===== config.mk =====
export PLATFORM = sky130hd
export DESIGN_NAME = vga_scan_generator
export DESIGN_NICKNAME = d
export VERILOG_FILES = /design/src/rtl/vga_timing_pkg.sv /design/src/rtl/vga_sync_delay.sv /design/src/rtl/vga_scan_generator.sv
export SDC_FILE = /design/constraint.sdc
export NUM_CORES = 1
export LEC_CHECK = 0
export BUFFER_PORTS_ARGS = -buffer_cell sky130_fd_sc_hd__buf_4
export CAP_MARGIN = 10
export CORE_MARGIN = 8
export CORE_UTILIZATION = 44
export CTS_CLUSTER_SIZE = 20
export DETAILED_ROUTE_END_ITERATION = 8
export GPL_ROUTABILITY_DRIVEN = 1
export GPL_TIMING_DRIVEN = 0
export PLACE_DENSITY = 0.65
export SLEW_MARGIN = 5
export SYNTH_ARGS = -nofsm -noshare
export SYNTH_HDL_FRONTEND = slang
export SYNTH_SLANG_ARGS = --single-unit

===== constraint.sdc =====
create_clock -name clk -period 2.45 [get_ports clk]
set_clock_uncertainty 0.1 [all_clocks]
set_input_delay 0.3675 -clock clk [delete_from_list [all_inputs] [get_ports clk]]
set_output_delay 0.3675 -clock clk [all_outputs]
set_load 0.1 [all_outputs]

===== src/rtl/vga_timing_pkg.sv =====
// Shared 640x480@60 timing constants, sync bus layout and total-count helpers
// for the VGA scan generator.
package vga_timing_pkg;

   localparam int unsigned CNT_W     = 11;
   localparam int unsigned MAX_TOTAL = (1 << CNT_W) - 1;

   localparam int unsigned DEF_H_ACTIVE = 640;
   localparam int unsigned DEF_H_FRONT  = 16;
   localparam int unsigned DEF_H_SYNC   = 96;
   localparam int unsigned DEF_H_BACK   = 48;
   localparam int unsigned DEF_V_ACTIVE = 480;
   localparam int unsigned DEF_V_FRONT  = 10;
   localparam int unsigned DEF_V_SYNC   = 2;
   localparam int unsigned DEF_V_BACK   = 33;

   // Sync/blank bundle carried through the delay line; syncs are active-low.
   typedef struct packed {
      logic hsync;
      logic vsync;
      logic blank_n;
   } sync_bus_t;

   localparam int unsigned SYNC_W   = $bits(sync_bus_t);
   localparam sync_bus_t   SYNC_RST = '{hsync: 1'b1, vsync: 1'b1, blank_n: 1'b0};

   function automatic int unsigned h_total(input int unsigned active, input int unsigned front,
                                           input int unsigned sync, input int unsigned back);
      return active + front + sync + back;
   endfunction

   function automatic int unsigned v_total(input int unsigned active, input int unsigned front,
                                           input int unsigned sync, input int unsigned back);
      return active + front + sync + back;
   endfunction

endpackage


===== src/rtl/vga_sync_delay.sv =====
// Pixel-enable gated shift register that aligns sync/blank with registered
// pixel data; DEPTH=0 is a straight wire.
module vga_sync_delay #(
   parameter int unsigned       DEPTH   = 1,
   parameter int unsigned       WIDTH   = 3,
   parameter logic [WIDTH-1:0]  RST_VAL = '0
) (
   input  logic             clk,
   input  logic             reset,
   input  logic             pixelEn,
   input  logic [WIDTH-1:0] data_i,
   output logic [WIDTH-1:0] data_o
);

   if (DEPTH == 0) begin : g_bypass
      logic unused_ctrl;
      assign unused_ctrl = ^{clk, reset, pixelEn};
      assign data_o      = data_i;
   end else begin : g_shift
      logic [WIDTH-1:0] stage_q [DEPTH];

      always_ff @(posedge clk) begin
         if (reset) begin
            for (int unsigned i = 0; i < DEPTH; i++) stage_q[i] <= RST_VAL;
         end else if (pixelEn) begin
            stage_q[0] <= data_i;
            for (int unsigned i = 1; i < DEPTH; i++) stage_q[i] <= stage_q[i-1];
         end
      end

      assign data_o = stage_q[DEPTH-1];
   end

endmodule


===== src/rtl/vga_scan_generator.sv =====
// VGA raster counters with sync/blank decode, frame/line pulses and a
// pixel-enable delayed sync/blank output bundle.
module vga_scan_generator
   import vga_timing_pkg::*;
#(
   parameter int unsigned H_ACTIVE   = DEF_H_ACTIVE,
   parameter int unsigned H_FRONT    = DEF_H_FRONT,
   parameter int unsigned H_SYNC     = DEF_H_SYNC,
   parameter int unsigned H_BACK     = DEF_H_BACK,
   parameter int unsigned V_ACTIVE   = DEF_V_ACTIVE,
   parameter int unsigned V_FRONT    = DEF_V_FRONT,
   parameter int unsigned V_SYNC     = DEF_V_SYNC,
   parameter int unsigned V_BACK     = DEF_V_BACK,
   parameter int unsigned PIPE_DELAY = 1
) (
   input  logic             clk,
   input  logic             reset,
   input  logic             pixelEn,
   output logic [CNT_W-1:0] pixelX,
   output logic [CNT_W-1:0] pixelY,
   output logic             activeVideo,
   output logic             startOfFrame,
   output logic             endOfLine,
   output logic             hsyncD,
   output logic             vsyncD,
   output logic             blankND
);

   localparam int unsigned H_TOTAL = h_total(H_ACTIVE, H_FRONT, H_SYNC, H_BACK);
   localparam int unsigned V_TOTAL = v_total(V_ACTIVE, V_FRONT, V_SYNC, V_BACK);

   if (H_TOTAL > MAX_TOTAL || V_TOTAL > MAX_TOTAL) begin : g_bad_timing
      $error("vga_scan_generator: H_TOTAL/V_TOTAL exceed 11-bit counter range");
   end

   localparam logic [CNT_W-1:0] H_LAST   = CNT_W'(H_TOTAL - 1);
   localparam logic [CNT_W-1:0] V_LAST   = CNT_W'(V_TOTAL - 1);
   localparam logic [CNT_W-1:0] H_ACT    = CNT_W'(H_ACTIVE);
   localparam logic [CNT_W-1:0] V_ACT    = CNT_W'(V_ACTIVE);
   localparam logic [CNT_W-1:0] HS_START = CNT_W'(H_ACTIVE + H_FRONT);
   localparam logic [CNT_W-1:0] HS_END   = CNT_W'(H_ACTIVE + H_FRONT + H_SYNC);
   localparam logic [CNT_W-1:0] VS_START = CNT_W'(V_ACTIVE + V_FRONT);
   localparam logic [CNT_W-1:0] VS_END   = CNT_W'(V_ACTIVE + V_FRONT + V_SYNC);

   logic [CNT_W-1:0] x_q, x_d;
   logic [CNT_W-1:0] y_q, y_d;
   logic             sof_q, sof_d;
   logic             eol_q, eol_d;
   sync_bus_t        raw_s;
   sync_bus_t        dly_s;

   always_ff @(posedge clk) begin
      if (reset) begin
         x_q   <= '0;
         y_q   <= '0;
         sof_q <= 1'b0;
         eol_q <= 1'b0;
      end else begin
         x_q   <= x_d;
         y_q   <= y_d;
         sof_q <= sof_d;
         eol_q <= eol_d;
      end
   end

   // Pulses are derived from the counter values being entered, so they only
   // fire on enabled edges and drop on the next clk.
   always_comb begin
      x_d   = x_q;
      y_d   = y_q;
      sof_d = 1'b0;
      eol_d = 1'b0;
      if (pixelEn) begin
         if (x_q == H_LAST) begin
            x_d = '0;
            y_d = (y_q == V_LAST) ? '0 : y_q + CNT_W'(1);
         end else begin
            x_d = x_q + CNT_W'(1);
         end
         sof_d = (x_d == '0) && (y_d == '0);
         eol_d = (x_d == H_LAST);
      end
   end

   always_comb begin
      raw_s         = SYNC_RST;
      raw_s.hsync   = ~((x_q >= HS_START) && (x_q < HS_END));
      raw_s.vsync   = ~((y_q >= VS_START) && (y_q < VS_END));
      raw_s.blank_n = (x_q < H_ACT) && (y_q < V_ACT);
   end

   vga_sync_delay #(
      .DEPTH   (PIPE_DELAY),
      .WIDTH   (SYNC_W),
      .RST_VAL (SYNC_W'(SYNC_RST))
   ) u_sync_delay (
      .clk     (clk),
      .reset   (reset),
      .pixelEn (pixelEn),
      .data_i  (raw_s),
      .data_o  (dly_s)
   );

   assign pixelX       = x_q;
   assign pixelY       = y_q;
   assign activeVideo  = raw_s.blank_n;
   assign startOfFrame = sof_q;
   assign endOfLine    = eol_q;
   assign hsyncD       = dly_s.hsync;
   assign vsyncD       = dly_s.vsync;
   assign blankND      = dly_s.blank_n;

endmodule


==> summary.md, run 1 <==
| Metric | Value |
|---|---|
| Run status | `finished clean` |
| Placed Cells | `310` |
| Unique cell type count in the Yosys netlist | `51` |
| I/O pin total | `31` |
| Count of final max-slew check failures | `0` |
| Mean cell area of the mapped netlist | `7.90 um^2` |
| Area contributors post-synth | `sky130_fd_sc_hd__dfxtp_1 (26%), sky130_fd_sc_hd__nor2_1 (6.8%), sky130_fd_sc_hd__edfxtp_1 (4.9%), sky130_fd_sc_hd__a21oi_1 (4.4%), sky130_fd_sc_hd__ha_1 (4.1%)` |
| Routability congestion estimate from global placement | `0.902` |
| Worst hold slack | `0.174 ns` |
| Yosys top cell area share | `0.263` |
| Total wire length after detailed routing | `4560 um` |
| Launch point of the worst path | `pixelX[0]$_SDFFE_PP0P_` |
| Maximum frequency from static timing analysis | `431 MHz` |
| Startpoint type of the worst setup path | `flip-flop` |
| Startpoint of the tightest hold check path | `reset` |
| Maximum fanout count along the critical path | `10` |
| Standby leakage power | `0.859 nW` |
| Xor-xnor portion of the synthesized cell area | `0.0624` |
| Synth Area in Simple Gates | `0.352` |
| Wire length per cell | `14.4 um` |
| Most used cell along the critical path | `sky130_fd_sc_hd__buf_2` |
| TritonCTS clock tree | `done` |
| Initial DRC Count | `128` |
| Fraction of the mapped netlist area in adder cells | `0.0411` |
| Share of synthesized registers carrying an async set or reset | `0` |
| Number of hold-slack violations in the final timing report | `0` |
| CP endpoint kind | `flip-flop` |
| Slowest stage cell on the critical path | `sky130_fd_sc_hd__dfxtp_4` |
| Longest individual stage delay on the worst path | `0.38 ns` |
| Worst setup path end | `startOfFrame$_SDFF_PN0_` |
| Synthesized Nets | `240` |
| GRT Total Usage | `0.144` |
| Peak supply drop | `0.262 mV` |
| Top cell type by total area after synthesis | `sky130_fd_sc_hd__dfxtp_1` |
| Clock transition at the registers of the reported paths | `0.10 ns` |
| Most instantiated flip-flop cell in the synthesis netlist | `sky130_fd_sc_hd__dfxtp_1` |
| Flops & latches, synth | `27` |
| Final ANT Viol Nets | `0` |
| Diode insertion count for antenna repair | `0` |
| Final instance area | `0.00221 mm^2` |
| Syn. warnings | `0` |
| Clock Sink Count | `27` |
| Buffer levels on the longest clock path | `2` |
| Global-route congestion overflow total | `0` |
| Synthesized area | `0.00183 mm^2` |
| Number of detailed-routing iterations run before antenna repair | `4` |
| Buffer type at the clock tree root | `sky130_fd_sc_hd__clkbuf_8` |
| First-pass GRT wire length | `7500 um` |
| Worst r2r path cells | `8` |
| Clk_lat worst skew | `0.28 ns` |
| Largest family of logic cells by synthesized area | `simple AND/OR/NAND/NOR gates` |
| CORE AREA | `0.00400 mm^2` |
| Number of vias after detailed routing | `1,713` |
| Worst path cell trace | `ha_2 > and4_1 > buf_2 > and3_1 > buf_2 > a211o_1 > a2111oi_2 > o2111a_1` |
| Capture instance of the worst register-to-register path | `startOfFrame$_SDFF_PN0_` |
| Share of the clock period used by the worst path after layout | `0.947` |
| Proportion of synthesized area in mux cells | `0.0164` |
| Fraction of layout instances using a drive strength above 1 | `0.282` |
| Port bufs | `29` |
| Category of the most critical setup path | `reg -> reg` |
| Layout net count | `276` |
| Launching point of the worst reg2reg path | `pixelX[0]$_SDFFE_PP0P_` |
| Signed area change from the synthesized netlist to the final layout | `20.9%` |
| Core Rows | `23` |
| HP Class | `in -> reg` |
| Post-synth EDFFs | `3` |
| Cts hold-fix bufs | `0` |
| Ratio of routed vias to standard cells | `5.42` |
| # DRC | `0` |
| Sequential-to-total area share from yosys stat | `0.313` |
| Remaining max-slew budget at the tightest pin | `0.645` |
| Number of max-cap violations | `0` |
| Vias in the first global route | `1,540` |
| Starting utilization of the core area | `0.456` |
| Post-synthesis cell count | `231` |
| Post-placement cell area | `0.00214 mm^2` |
| Maximum number of pins on one net before global-route repair | `15` |
| Area of the die | `0.00647 mm^2` |
| Final-report setup violation count | `0` |
| Compound-gate portion of the synthesized area | `0.148` |
| Number of buffers created by CTS | `3` |
| Power Dens Cells | `364 mW/mm^2` |
| Final core utilization | `0.552` |
| Minimum clock period after layout | `2.32 ns` |
| Post-route insts no fill | `316` |
| Height of the chip | `80.4 um` |
| Initial antenna violation count | `0` |
| Required arrival time at the worst endpoint | `2.57 ns` |
| HPWL Detailed | `3370 um` |
| Chip Width | `80.4 um` |
| Transition time at the pin with the least slew margin | `0.532 ns` |
| CTS H-Tree Depth | `1` |
| Crit path arrival time | `2.44 ns` |
| Reg2Reg Setup Slack | `0.13 ns` |
-- state kept, by name, indices dropped and copies added, names as in the netlist --
register and flops:
pixelY 11, u_sync_delay.g_shift.stage_q 3, startOfFrame 1, pixelX 11, endOfLine 1
-- layout by cell type, fill, tap and decap left out, types with 4 or more instances in the layout --
cell type / instances
sky130_fd_sc_hd__xor2_1: 6
sky130_fd_sc_hd__nand3_1: 11
sky130_fd_sc_hd__nor3_1: 9
sky130_fd_sc_hd__dfxtp_2: 17
sky130_fd_sc_hd__and3_1: 8
sky130_fd_sc_hd__nand4_1: 5
sky130_fd_sc_hd__nor2_1: 33
sky130_fd_sc_hd__nand3b_1: 4
sky130_fd_sc_hd__buf_2: 6
sky130_fd_sc_hd__xnor2_1: 7
sky130_fd_sc_hd__buf_4: 31
sky130_fd_sc_hd__a21oi_1: 16
sky130_fd_sc_hd__clkbuf_1: 10
sky130_fd_sc_hd__ha_1: 5
sky130_fd_sc_hd__nand2_1: 20
sky130_fd_sc_hd__inv_1: 6
sky130_fd_sc_hd__dfxtp_1: 4
sky130_fd_sc_hd__o21ai_0: 10
-- power breakdown --
part           switching (W)  leakage, nW   total, W  internal (W)
registers         0.00000618        0.232   0.000457      0.000450
clock network       0.000146       0.0228   0.000263      0.000117
logic              0.0000655        0.604  0.0000836     0.0000181
total               0.000218        0.859   0.000803      0.000585
-- final cells by class --
cell class | instances | area (um^2)
buffer | 18 | 101
clock buffer | 4 | 45.0
fill | 392 | 1790
inverter | 6 | 22.5
multi-input combinational | 180 | 1140
sequential | 27 | 603
tap | 50 | 62.6
timing repair buffer | 31 | 233
-- layer usage --
layer	global-route usage	vias to the layer above	wire [um]	part of all wire
met5	0	-	0	0
met4	0.0382	0	44	0.0096
met3	0.0234	4	267	0.059
met2	0.214	36	1930	0.42
met1	0.205	785	2330	0.51
li1	-	888	-	-
-- kinds of logic after synthesis --
logic type	Yosys count
muxes	3
and+or+nand+nor	116
DFF	27
buffers and inverters	24
xor gates and xnor gates	13
AOI/OAI and AO/OA	42
adders and majority gates	6
-- worst min-delay path by stage --
| stage | cells after the start | slack [ns] | to |
|---|---|---|---|
| final | 2 | 0.17 | pixelY[9]$_SDFFE_PP0P_ |
| after CTS | 2 | 0.17 | pixelY[9]$_SDFFE_PP0P_ |
| after detailed placement | 2 | 0.39 | pixelX[10]$_SDFFE_PP0P_ |
| after global routing | 2 | 0.18 | pixelY[9]$_SDFFE_PP0P_ |
| after floorplan | 1 | 0.33 | pixelY[9]$_SDFFE_PP0P_ |
| after global placement | 2 | 0.39 | pixelX[10]$_SDFFE_PP0P_ |
-- timing repair --
item / 4_1_cts / 5_1_grt
endpoints found under the setup margin: 0 / 2
gates resized for setup: 0 / 2
setup buffers: 0 / 2
-- metrics by stage --
step	power (W)	worst slack [ns]	setup TNS, ns
final	0.000803	0.131	0
after global routing	0.000832	-0.000507	-0.000507
after CTS	0.000810	0.0776	0
after detailed placement	0.000551	0.107	0
after global placement	0.000550	0.101	0
after floorplan	0.000531	0.0381	0
-- Yosys cell counts (2+ instances only) --
cell and n:
sky130_fd_sc_hd__xnor2_1 7, sky130_fd_sc_hd__nand3b_1 4, sky130_fd_sc_hd__xor2_1 6, sky130_fd_sc_hd__buf_6 2
sky130_fd_sc_hd__mux2i_1 3, sky130_fd_sc_hd__and3_2 2, sky130_fd_sc_hd__a221oi_1 2, sky130_fd_sc_hd__a211o_1 2
sky130_fd_sc_hd__and4_1 2, sky130_fd_sc_hd__and2b_1 2, sky130_fd_sc_hd__nand4_1 5, sky130_fd_sc_hd__nor2_1 33
sky130_fd_sc_hd__or3_1 3, sky130_fd_sc_hd__nand3_1 11, sky130_fd_sc_hd__nand2_1 20, sky130_fd_sc_hd__ha_1 6
sky130_fd_sc_hd__nor3_1 9, sky130_fd_sc_hd__inv_1 6, sky130_fd_sc_hd__edfxtp_1 3, sky130_fd_sc_hd__buf_2 6
sky130_fd_sc_hd__and3_1 8, sky130_fd_sc_hd__a21o_1 2, sky130_fd_sc_hd__a21oi_1 16, sky130_fd_sc_hd__clkbuf_1 9
sky130_fd_sc_hd__nand2b_1 3, sky130_fd_sc_hd__o311ai_0 2, sky130_fd_sc_hd__o21ai_0 10, sky130_fd_sc_hd__dfxtp_1 24
-- critical path, delay by kind of cell (launching register included) --
kind | cells | cell delay (ns)
AOI/OAI and AO/OA | 3 | 0.87
DFF | 1 | 0.38
and+or+nand+nor | 2 | 0.36
buffers and inverters | 2 | 0.34
adders and majority gates | 1 | 0.22
(Power assumes the default switching activity.)
==> run 2, diff against run 1 <==
--- a/config.mk
+++ b/config.mk
@@ -7,13 +7,15 @@
 export LEC_CHECK = 0
 export BUFFER_PORTS_ARGS = -buffer_cell sky130_fd_sc_hd__buf_4
 export CAP_MARGIN = 10
-export CORE_MARGIN = 8
-export CORE_UTILIZATION = 44
+export CELL_PAD_IN_SITES_DETAIL_PLACEMENT = 2
+export CELL_PAD_IN_SITES_GLOBAL_PLACEMENT = 2
+export CORE_ASPECT_RATIO = 0.8
+export CORE_UTILIZATION = 32
 export CTS_CLUSTER_SIZE = 20
 export DETAILED_ROUTE_END_ITERATION = 8
 export GPL_ROUTABILITY_DRIVEN = 1
 export GPL_TIMING_DRIVEN = 0
-export PLACE_DENSITY = 0.65
+export PLACE_DENSITY = 0.78
 export SLEW_MARGIN = 5
 export SYNTH_ARGS = -nofsm -noshare
 export SYNTH_HDL_FRONTEND = slang
==> run 2 against run 1 <==
Against the previous run:
- critical path depth unchanged
- via count up 6.1%
- cell count up 9.2%
- critical endpoint unchanged
- non-clock buffer count up 1
==> summary.md, run 2 (same netlist as run 1, synthesis figures left out) <==
| Metric | Value |
|---|---|
| Run status | `finished clean` |
| CORE AREA | `0.00547 mm^2 (+37%)` |
| Worst path cell trace | `ha_2 > and4_1 > buf_2 > and3_1 > buf_4 > a211o_1 > a2111oi_4 > o2111a_1` |
| Ratio of routed vias to standard cells | `5.27 (-2.8%)` |
| GRT Total Usage | `0.210 (+0.0667)` |
| Slowest stage cell on the critical path | `sky130_fd_sc_hd__dfxtp_4` |
| Count of final max-slew check failures | `0 (unchanged)` |
| Crit path arrival time | `2.47 ns (+0.03 ns)` |
| First-pass GRT wire length | `9830 um (+31%)` |
| Final instance area | `0.00226 mm^2 (+2.6%)` |
| Number of vias after detailed routing | `1,817 (+6.1%)` |
| Least setup slack across all paths after layout | `0.105 ns (-0.0256 ns)` |
| Signed area change from the synthesized netlist to the final layout | `24.0%` |
| Vias in the first global route | `1,941 (+26%)` |
| CTS H-Tree Depth | `1 (unchanged)` |
| Chip Width | `86.4 um (+7.5%)` |
| Post-place setup slack | `0.0538 ns (-0.0527 ns)` |
| Initial DRC Count | `62 (-52%)` |
| Starting utilization of the core area | `0.334 (-0.122)` |
| Height of the chip | `69.6 um (-13%)` |
| I/O pin total | `31 (unchanged)` |
| Fraction of layout instances using a drive strength above 1 | `0.288 (+0.00643)` |
| Total wire length after detailed routing | `5790 um (+27%)` |
| Buffer type at the clock tree root | `sky130_fd_sc_hd__clkbuf_8` |
| HPWL Detailed | `4330 um (+28%)` |
| TritonCTS clock tree | `done` |
| Global-route congestion overflow total | `0 (unchanged)` |
| # DRC | `0 (unchanged)` |
| Diode insertion count for antenna repair | `0 (unchanged)` |
| Minimum clock period after layout | `2.34 ns (+0.0256 ns)` |
| Unrepaired setup endpoints after global routing | `yes` |
| Cts hold-fix bufs | `0 (unchanged)` |
| Number of max-cap violations | `0 (unchanged)` |
| Post-placement cell area | `0.00217 mm^2 (+1.6%)` |
| Clock transition at the registers of the reported paths | `0.10 ns (about the same)` |
| Final ANT Viol Nets | `0 (unchanged)` |
| Core Rows | `24 (+4.3%)` |
| Worst Hold Depth | `2 (unchanged)` |
| Grt met3 use | `0.0357 (+0.0123)` |
| Met1 Usage GRT | `0.302 (+0.0964)` |
| Buffer levels on the longest clock path | `2 (unchanged)` |
| Longest individual stage delay on the worst path | `0.38 ns (about the same)` |
| Required arrival time at the worst endpoint | `2.58 ns (about the same)` |
| Met2 usage in global routing | `0.336 (+0.122)` |
| Routability congestion estimate from global placement | `0.798 (-11%)` |
| Initial antenna violation count | `0 (unchanged)` |
| Number of buffers created by CTS | `3 (unchanged)` |
| Maximum fanout count along the critical path | `10 (unchanged)` |
| Remaining max-slew budget at the tightest pin | `0.599 (-0.0465)` |
| Startpoint type of the worst setup path | `flip-flop` |
| Maximum frequency from static timing analysis | `427 MHz (-1.1%)` |
| Power Dens Cells | `360 mW/mm^2 (-1.1%)` |
| HP Class | `in -> reg` |
| Peak-usage layer in the global routing report | `met2` |
| Category of the most critical setup path | `reg -> reg` |
| Peak supply drop | `0.170 mV (-35%)` |
| Number of detailed-routing iterations run before antenna repair | `6 (+2)` |
| Area of the die | `0.00601 mm^2 (-7.0%)` |
| CP endpoint kind | `flip-flop` |
| Wire length per cell | `16.8 um (+16%)` |
| Maximum number of pins on one net before global-route repair | `15 (unchanged)` |
| Highest-count cells in the layout ignoring fill and taps | `sky130_fd_sc_hd__buf_4 (33), sky130_fd_sc_hd__nor2_1 (32), sky130_fd_sc_hd__nand2_1 (20), sky130_fd_sc_hd__dfxtp_2 (17), sky130_fd_sc_hd__a21oi_1 (16)` |
| Standby leakage power | `0.860 nW (about the same)` |
| Worst r2r path cells | `8 (unchanged)` |
| Final-report setup violation count | `0 (unchanged)` |
| Layout net count | `277 (+0.36%)` |
| Port bufs | `29 (unchanged)` |
| Clock Sink Count | `27 (unchanged)` |
| Share of the clock period used by the worst path after layout | `0.957 (+0.0105)` |
| Transition time at the pin with the least slew margin | `0.602 ns (+0.0697 ns)` |
| Clk_lat worst skew | `0.28 ns (about the same)` |
| Most common library cell in the layout ignoring fill and taps | `sky130_fd_sc_hd__buf_4` |
| Number of hold-slack violations in the final timing report | `0 (unchanged)` |
| Total Power Consumption | `0.000815 W (+1.5%)` |
[run 2: cell count changes in the layout (fill, tap and decap cells not counted), sizes merged]
cell	before	now
buf	40	41
[run 2: path summary, 6_finish.rpt]
| path | from | to | slack, ns |
|---|---|---|---|
| worst max register to register | pixelX[0]$_SDFFE_PP0P_ | startOfFrame$_SDFF_PN0_ | 0.11 |
| worst min register to register | pixelX[10]$_SDFFE_PP0P_ | pixelX[10]$_SDFFE_PP0P_ | 0.42 |
| worst max-delay path | pixelX[0]$_SDFFE_PP0P_ | startOfFrame$_SDFF_PN0_ | 0.11 |
| worst min-delay path | reset | pixelY[9]$_SDFFE_PP0P_ | 0.17 |
[run 2: what timing repair did]
| action | in CTS | in global routing |
|---|---|---|
| hold endpoints to repair | 0 | 0 |
| resized for setup | 0 | 6 |
| buffers inserted | 0 | 3 |
| setup endpoints to repair | 0 | 6 |
[run 2: critical path, delay by kind of cell (launching register included)]
family                     cells  cell delay [ns]
AOI/OAI and AO/OA              3             0.87
and+or+nand+nor                2             0.38
adders and majority gates      1             0.22
DFF                            1             0.38
buffers and inverters          2             0.34
[run 2: layout make-up]
class                      instances  area (um^2)
fill                             649         3200
multi-input combinational        180         1150
sequential                        27          603
timing repair buffer              32          240
buffer                            18          104
tap                               78         97.6
clock buffer                       4         45.0
inverter                           6         22.5
[run 2: power by group]
part           internal [W]  total (W)  switching (W)
Clock              0.000117   0.000273       0.000156
Sequential         0.000451   0.000457     0.00000628
Combinational     0.0000182  0.0000848      0.0000666
Total              0.000586   0.000815       0.000229
[run 2: through the flow]
step | setup TNS [ns] | hold slack, ns | instances | utilization
after global routing | -0.148 | 0.178 | 345 | 0.414
after global placement | 0 | 0.383 | 338 | 0.398
after detailed placement | 0 | 0.407 | 338 | 0.398
final | 0 | 0.171 | 345 | 0.414
after floorplan | 0 | 0.332 | 231 | -
after CTS | 0 | 0.167 | 342 | 0.406
[run 2: metal layers]
layer,vias up,share of wire
met5,-,0
met4,0,0.0043
met3,4,0.029
met2,24,0.44
met1,897,0.53
li1,892,-
==> run 3, diff against run 2 <==
--- a/config.mk
+++ b/config.mk
@@ -15,7 +15,7 @@
 export DETAILED_ROUTE_END_ITERATION = 8
 export GPL_ROUTABILITY_DRIVEN = 1
 export GPL_TIMING_DRIVEN = 0
-export PLACE_DENSITY = 0.78
+export PLACE_DENSITY_LB_ADDON = 0.1
 export SLEW_MARGIN = 5
 export SYNTH_ARGS = -nofsm -noshare
 export SYNTH_HDL_FRONTEND = slang
==> run 3 against run 2 <==
Against the previous run:
- combinational power rose by 0.7%
- non-clock buffer count did not move
- total power rose by 0.31%
- register-to-register slack barely moved
- clock power barely moved
- hold slack got worse by 0.0014 ns
- sequential power barely moved
- critical path depth did not move
- worst setup slack got worse by 0.011 ns
- fmax fell by 0.45%
- routed wire length rose by 2.7%
==> summary.md, run 3 (same netlist as run 1, synthesis figures left out) <==
| Metric | Value |
|---|---|
| Switching Share | `0.283 (+0.00243)` |
| Highest-count cells in the layout ignoring fill and taps | `sky130_fd_sc_hd__nor2_1 (32), sky130_fd_sc_hd__buf_4 (32), sky130_fd_sc_hd__nand2_1 (20), sky130_fd_sc_hd__dfxtp_2 (17), sky130_fd_sc_hd__a21oi_1 (16)` |
| Clk_lat worst skew | `0.28 ns (about the same)` |
| Post-placement cell area | `0.00217 mm^2 (unchanged)` |
| Number of detailed-routing iterations run before antenna repair | `4 (-2)` |
| Final instance area | `0.00227 mm^2 (+0.28%)` |
| Int Power | `0.000586 W (about the same)` |
| I/O pin total | `31 (unchanged)` |
| Remaining max-slew budget at the tightest pin | `0.595 (-0.00418)` |
| Number of buffers created by CTS | `3 (unchanged)` |
| Required arrival time at the worst endpoint | `2.58 ns (about the same)` |
| Fraction of layout instances using a drive strength above 1 | `0.285 (-0.00375)` |
| Logic gate share of total power | `0.104 (about the same)` |
| HPWL Detailed | `4330 um (about the same)` |
| Category of the most critical setup path | `reg -> reg` |
| Fillcell total | `644 (-0.77%)` |
| Routability congestion estimate from global placement | `0.801 (+0.36%)` |
| Final-report setup violation count | `0 (unchanged)` |
| TritonCTS clock tree | `done` |
| Run status | `finished clean` |
| Switching Power | `0.000232 W (+1.2%)` |
| Cts hold-fix bufs | `0 (unchanged)` |
| Buffer type at the clock tree root | `sky130_fd_sc_hd__clkbuf_8` |
| Initial antenna violation count | `0 (unchanged)` |
| Number of hold-slack violations in the final timing report | `0 (unchanged)` |
| GRT Total Usage | `0.207 (-0.00340)` |
| Count of final max-slew check failures | `0 (unchanged)` |
| Total Power Consumption | `0.000817 W (+0.31%)` |
| Area of the die | `0.00601 mm^2 (unchanged)` |
| Height of the chip | `69.6 um (unchanged)` |
| Minimum clock period after layout | `2.36 ns (+0.0106 ns)` |
| Vias in the first global route | `1,831 (-5.7%)` |
| HP Class | `in -> reg` |
| Crit path arrival time | `2.48 ns (about the same)` |
| CORE AREA | `0.00547 mm^2 (unchanged)` |
| Transition time at the pin with the least slew margin | `0.608 ns (+0.00627 ns)` |
| Clock transition at the registers of the reported paths | `0.10 ns (about the same)` |
| Ratio of routed vias to standard cells | `5.26 (-0.11%)` |
| Final ANT Viol Nets | `0 (unchanged)` |
| Maximum number of pins on one net before global-route repair | `15 (unchanged)` |
| Global-route congestion overflow total | `0 (unchanged)` |
| CP endpoint kind | `flip-flop` |
| Signed area change from the synthesized netlist to the final layout | `24.3%` |
| Peak supply drop | `0.154 mV (-9.8%)` |
| Initial DRC Count | `66 (+6.5%)` |
| Number of max-cap violations | `0 (unchanged)` |
| Buffer levels on the longest clock path | `2 (unchanged)` |
| Standby leakage power | `0.856 nW (-0.47%)` |
| Chip Width | `86.4 um (unchanged)` |
| Maximum fanout count along the critical path | `10 (unchanged)` |
| CTS H-Tree Depth | `1 (unchanged)` |
| Startpoint type of the worst setup path | `flip-flop` |
| Unrepaired setup endpoints after global routing | `yes` |
| Total wire length after detailed routing | `5950 um (+2.7%)` |
| Diode insertion count for antenna repair | `0 (unchanged)` |
| Number of vias after detailed routing | `1,815 (-0.11%)` |
| Power Dens Cells | `360 mW/mm^2 (about the same)` |
| Share of the clock period used by the worst path after layout | `0.961 (+0.00434)` |
| Proportion of power drawn by the clock network | `0.337 (+0.002)` |
| # DRC | `0 (unchanged)` |
| Port bufs | `29 (unchanged)` |
| Starting utilization of the core area | `0.334 (unchanged)` |
| Wire length per cell | `17.2 um (+2.7%)` |
| Core Rows | `24 (unchanged)` |
| Register share of total power | `0.559 (-0.002)` |
| Maximum frequency from static timing analysis | `425 MHz (-0.45%)` |
| Layout net count | `277 (unchanged)` |
| First-pass GRT wire length | `9670 um (-1.7%)` |
| Clock Sink Count | `27 (unchanged)` |
[run 3: cell types whose count changed in the layout (fill, tap and decap cells not counted), sizes merged]
cell / before / now
buf: 41 / 40
clkbuf: 13 / 14
[run 3: routing by layer]
metal / up-vias / track usage / share of wire
li1: 893 / - / -
met1: 883 / 0.311 / 0.52
met2: 32 / 0.310 / 0.44
met3: 7 / 0.0345 / 0.027
met4: 0 / 0.0389 / 0.0081
met5: - / 0 / 0
[run 3: power by group through the flow]
stage	clock (W)	combinational (W)	sequential (W)
finish	0.000275	0.0000854	0.000457
global route	0.000306	0.0000899	0.000458
floorplan	0	0.0000223	0.000508
CTS	0.000290	0.0000854	0.000457
global placement	0	0.0000847	0.000467
detailed placement	0	0.0000854	0.000467
[run 3: worst max-delay path, stage by stage (launching register included)]
cell and delay, ns:
sky130_fd_sc_hd__dfxtp_4 0.38, sky130_fd_sc_hd__ha_2 0.22, sky130_fd_sc_hd__and4_1 0.19, sky130_fd_sc_hd__buf_2 0.16
sky130_fd_sc_hd__and3_1 0.18, sky130_fd_sc_hd__clkbuf_4 0.21, sky130_fd_sc_hd__a211o_1 0.32, sky130_fd_sc_hd__a2111oi_4 0.34
sky130_fd_sc_hd__o2111a_1 0.22
[run 3: per-stage QoR]
stage                     std cells  utilization  hold slack (ns)  setup TNS (ns)  worst slack (ns)
after global routing            345        0.415            0.171         -0.0601           -0.0601
after detailed placement        338        0.398            0.401               0            0.0549
final                           345        0.415            0.170               0            0.0948
after floorplan                 231            -            0.332               0            0.0381
after CTS                       342        0.406            0.167               0            0.0408
after global placement          338        0.398            0.395               0            0.0653
[run 3: path summary, 6_finish.rpt]
kind	start	end	slack, ns	depth (start not counted)
worst max-delay path	pixelX[0]$_SDFFE_PP0P_	startOfFrame$_SDFF_PN0_	0.09	8
worst min-delay path	reset	pixelY[9]$_SDFFE_PP0P_	0.17	2
worst max register to register	pixelX[0]$_SDFFE_PP0P_	startOfFrame$_SDFF_PN0_	0.09	8
worst min register to register	pixelX[10]$_SDFFE_PP0P_	pixelX[10]$_SDFFE_PP0P_	0.42	2
[run 3: cell type report]
cell class              count  area [um^2]  area share
inverters                   6         22.5     0.00992
flip-flops and latches     27          603       0.266
clock buffers               4         45.0      0.0198
plain buffers              18          104      0.0458
multi-input cells         180         1160       0.510
repair buffers             32          240       0.106
well taps                  78         97.6      0.0430
[run 3: timing repair]
item | 4_1_cts | 5_1_grt
resized for setup | 0 | 5
buffers inserted | 0 | 3
endpoints found under the setup margin | 0 | 6
